[src/rtl/pc_fetch_unit.sv]
// Program counter and fetch sequencer feeding a combinational instruction ROM.
// Selects sequential/branch/jump next PC and stops on halt opcode or program limit.
module pc_fetch_unit #(
    parameter logic [31:0] RESET_PC    = 32'h0000_0000,
    parameter logic [31:0] PC_LIMIT    = 32'h0000_0070,
    parameter logic [5:0]  HALT_OPCODE = 6'b111111
) (
    input  logic        clk,
    input  logic        rst,
    input  logic        start,
    input  logic        stall,
    input  logic [5:0]  opcode,
    input  logic        branch_taken,
    input  logic [31:0] imm_signed,
    input  logic        jump,
    input  logic [31:0] jmp_signed,
    output logic [31:0] pcOut,
    output logic [31:0] pc_plus4,
    output logic        fetch_valid,
    output logic        halted,
    output logic [31:0] instr_count
);

    typedef enum logic [1:0] {
        ST_IDLE,
        ST_RUN,
        ST_HALT
    } state_t;

    localparam logic [31:0] RESET_PC_ALIGNED = {RESET_PC[31:2], 2'b00};

    state_t      state;
    logic [31:0] next_pc;
    logic        is_halt_op;
    logic        unused_bits;

    // Upper bits of the offsets fall outside the word-shifted arithmetic.
    assign unused_bits = ^{jmp_signed[31:26], imm_signed[31:30]};

    assign pc_plus4    = pcOut + 32'd4;
    assign is_halt_op  = (opcode == HALT_OPCODE);
    assign fetch_valid = (state == ST_RUN) && !stall && (pcOut < PC_LIMIT) && !is_halt_op;
    assign halted      = (state == ST_HALT);

    always_comb begin
        next_pc = pc_plus4;
        if (jump) begin
            next_pc = {pc_plus4[31:28], jmp_signed[25:0], 2'b00};
        end else if (branch_taken) begin
            next_pc = pc_plus4 + {imm_signed[29:0], 2'b00};
        end
        next_pc[1:0] = 2'b00;
    end

    always_ff @(posedge clk) begin
        if (rst) begin
            state       <= ST_IDLE;
            pcOut       <= RESET_PC_ALIGNED;
            instr_count <= '0;
        end else begin
            case (state)
                ST_IDLE: begin
                    if (start) begin
                        state <= ST_RUN;
                        pcOut <= RESET_PC_ALIGNED;
                    end
                end
                ST_RUN: begin
                    if (!stall) begin
                        if (fetch_valid) begin
                            // A target past the program is still loaded, then fetch stops there.
                            instr_count <= instr_count + 32'd1;
                            pcOut       <= next_pc;
                            if (next_pc >= PC_LIMIT) begin
                                state <= ST_HALT;
                            end
                        end else begin
                            state <= ST_HALT;
                        end
                    end
                end
                ST_HALT: begin
                end
                default: begin
                    state <= ST_IDLE;
                end
            endcase
        end
    end

endmodule

[config.mk]
export PLATFORM = sky130hd
export DESIGN_NAME = pc_fetch_unit
export DESIGN_NICKNAME = d
export VERILOG_FILES = /design/src/rtl/pc_fetch_unit.sv
export SDC_FILE = /design/constraint.sdc
export NUM_CORES = 1
export LEC_CHECK = 0
export CELL_PAD_IN_SITES_DETAIL_PLACEMENT = 0
export CELL_PAD_IN_SITES_GLOBAL_PLACEMENT = 1
export CORE_MARGIN = 2
export CORE_UTILIZATION = 35
export DETAILED_ROUTE_END_ITERATION = 12
export PLACE_DENSITY = 0.83
export SKIP_CTS_REPAIR_TIMING = 1
export SYNTH_ARGS = -nofsm -noshare
export SYNTH_HDL_FRONTEND = slang
export SYNTH_SLANG_ARGS = --single-unit
[constraint.sdc]
create_clock -name clk -period 11.5 [get_ports clk]
set_clock_uncertainty 0.2 [all_clocks]
set_input_delay 3.45 -clock clk [delete_from_list [all_inputs] [get_ports clk]]
set_output_delay 3.45 -clock clk [all_outputs]
set_load 0.005 [all_outputs]
==> summary.txt <==
Status
  • Run status: complete, no violations

Timing
  • Final Critical Period: 8900 ps
  • Tcrit/Tclk final: 77.39%
  • Slew Viols, Final: 0
  • Worst slew margin: 23.69%
  • RSZ-0062 raised after global routing: false
  • Fin. Hold Viols: 0
  • Total negative setup slack: 0 ps
  • Final setup violation count: 0
  • Worst-Margin Slew: 1142 ps
  • Fmax achieved: 112.4 MHz

Setup path
  • Worst Setup End Kind: output pin
  • Critical path launch point type: input port
  • R2r startpoint: pcOut[2]
  • R2R Path End: state[1]
  • R2R depth: 15
  • Crit path top cell by count: clkdlybuf4s50_1
  • Setup crit start: stall
  • CP Max Fanout: 3
  • Critical path endpoint: fetch_valid
  • Critical path type: input port to output pin
  • WP data required: 7850 ps
  • Critical path arrival: between 5000 and 6000 ps
  • Buf+Inv Stages, Crit Path: 2
  • Slowest CP cell: clkdlybuf4s50_1
  • Critical path's top delay family: buffers and inverters
  • R2R Setup Slk: around 6300 ps
  • CP peak stage delay: between 500 and 600 ps
  • WP depth: 5
  • Cell chain of the critical path: clkdlybuf4s50_1 -> nor3b_1 -> nand3_1 -> nor3_1 -> clkdlybuf4s50_1

Floorplan
  • Die H: 133.7 um
  • Area of the die: 17860 sq um
  • DIE WIDTH: 133.7 um
  • Initial Util: 35.60%
  • Placeable Area: 16520 sq um
  • Placement Rows: 47
  • Ports: 174

Route
  • DRT Pass-1 Iters: 5
  • Final ANT Viol Nets: 0
  • Via Count: approximately 6600
  • Vias per cell: about 5.6
  • DR WL/cell: roughly 18 um
  • First DRT Iteration DRCs: about 590
  • # DRC: 0
  • Post-Route WL: about 21000 um

Worst hold path
  • Tightest Hold Check Type: flip-flop to flip-flop
  • Hold_sp: instr_count[31]

CTS
  • Clock buffer depth: 2
  • H-tree levels: 3
  • Num CTS Buffers: 9
  • Skew-Pair Late Insertion Delay: roughly 320 ps
  • Root Buffer: clkbuf_16
  • CTS tree: built
  • Clock sink count: 64
  • Reg clk slew, reported paths: 50 ps

Layout
  • Fin util: 48.25%
  • Fraction of layout cells with a size suffix above 1: 4.656%
  • ANT cells: 0
  • FF+latch area: 1281 sq um
  • Final #Nets: 1052
  • Finished Layout Cells: between 1000 and 1500
  • Fillers: approximately 1700
  • Syn-to-layout area delta: 35.54%
  • Multi-input gate area: 4353 sq um

Yosys
  • Area leader, netlist: dfxtp_1
  • Commonest register cell after synthesis: dfxtp_1
  • Synth top area cells: dfxtp_1 (22%), ha_1 (7.4%), nor2_1 (5.6%)
  • Distinct cell type count after synthesis: 75
  • FF+latch count, synth: 64
  • Post-synthesis async set-or-reset flop share: 0%
  • Top-count cell post-synth: nor2_1
  • Warnings, synthesis: 0
  • Synth top area share: around 22%
  • Synthesized area: 5883 sq um
  • Syn Inst Count: 802
  • Sequential area share after synthesis: 21.78%
  • Post-synth EDFFs: 0
  • Mean post-synth cell area: 7.336 sq um
  • Post-synth top cells: nor2_1 (87), nand2_1 (76), a21oi_1 (65)

GRT
  • First-pass GRT wire length: 32730 um
  • Grt total ovfl: 0
  • Antenna violations before repair: 0
  • Largest net degree at the start of global routing: 66
  • Global-route usage over all layers: a little under a quarter
  • Vias in the first global route: 6046

Place
  • DP Cell Count: ~1100
  • Hpwl dp: about 16000 um
  • GPL Wtd Cong: 0.9161
  • Port Buffers: between 150 and 200

Power and ir drop
  • LEAKAGE: 0.003052 uW
  • Pwr dens: 89.18 nW/um^2
  • IR drop worst, VDD: 72.64 uV

Job
  • MaxCap Viol Count: 0
## worst register-to-register path: cells and delay by family, from the launching register on
kind / cells / cell delay (ps)
xor+xnor: 2 / 570
simple gates: 7 / 1940
compound gates: 4 / 1050
fa+ha+maj: 2 / 770
flops: 1 / 500
## state kept, by name, indices dropped and copies added (netlist names)
name         count
state            2
pcOut           30
instr_count     32
## placed cells by master (no fill, tap or decap), types with 5 or more instances in the layout
master / instances
a22oi_1: 17
mux2i_1: 6
o211ai_1: 5
nand3_1: 42
and4_1: 8
nor3_1: 23
or2_2: 5
o2111ai_1: 5
and3_1: 17
or3_1: 19
ha_1: 35
nor4_1: 13
nand4_1: 19
nor2_1: 87
dfxtp_1: 64
buf_4: 6
nand2_1: 76
a211oi_1: 5
inv_1: 21
o22ai_1: 9
a21o_1: 9
a31oi_1: 6
o21a_1: 7
clkbuf_16: 9
clkdlybuf4s50_1: 160
a21oi_1: 65
xnor2_1: 29
xor2_1: 28
o21ai_0: 40
and2_1: 10
## stage by stage
| step | hold WS [ps] | power, uW | setup slack, ps | area (sq um) |
|---|---|---|---|---|
| after detailed placement | 281.8 | 411.7 | 2607 | 7640 |
| final | 282.7 | 711.1 | 2600 | 7974 |
| after floorplan | 274.3 | 336.7 | 3778 | 5894 |
| after global routing | 308.7 | 740.4 | 2408 | 7974 |
| after CTS | 288.9 | 715.2 | 2578 | 7974 |
| after global placement | 276.5 | 411.9 | 2610 | 7640 |
## worst min path at each step
stage / end / slack [ps] / cells after the start
after detailed placement: instr_count[31] / 280 / 2
after global routing: instr_count[31] / 310 / 2
after CTS: instr_count[31] / 290 / 2
after floorplan: instr_count[31] / 270 / 2
final: instr_count[31] / 280 / 2
after global placement: instr_count[31] / 280 / 2
## layer usage
layer  vias to the layer above  wire length (um)  GRT usage (%)
met5                         -                 0              0
met4                         0               239          5.496
met3                        22              1400          3.234
met2                       247              9897          38.00
met1                      3064              9621          31.02
li1                       3249                 -              -
## cells by family after synthesis
family,count (synthesis),synth area share (%)
fa+ha+maj,36,7.784
mux,9,1.595
flops,64,21.78
other cells,1,0.06374
simple gates,356,31.94
xor+xnor,57,8.486
buf+inv,64,4.509
compound gates,215,23.84
## layout make-up
| type | count | area share, % |
|---|---|---|
| clock buffer | 14 | 3.436 |
| clock inverter | 2 | 0.7532 |
| inverter | 21 | 0.9885 |
| multi-input combinational | 677 | 54.59 |
| sequential | 64 | 16.07 |
| tap | 220 | 3.452 |
| timing repair buffer | 167 | 20.71 |
## power by group
part	switching (uW)	total [uW]	leakage [uW]	internal, uW
Clock	92.9	301	0.000163	208
Sequential	8.68	235	0.000516	226
Combinational	97.3	175	0.00237	78.1
Power figures use the tool's default switching activity.
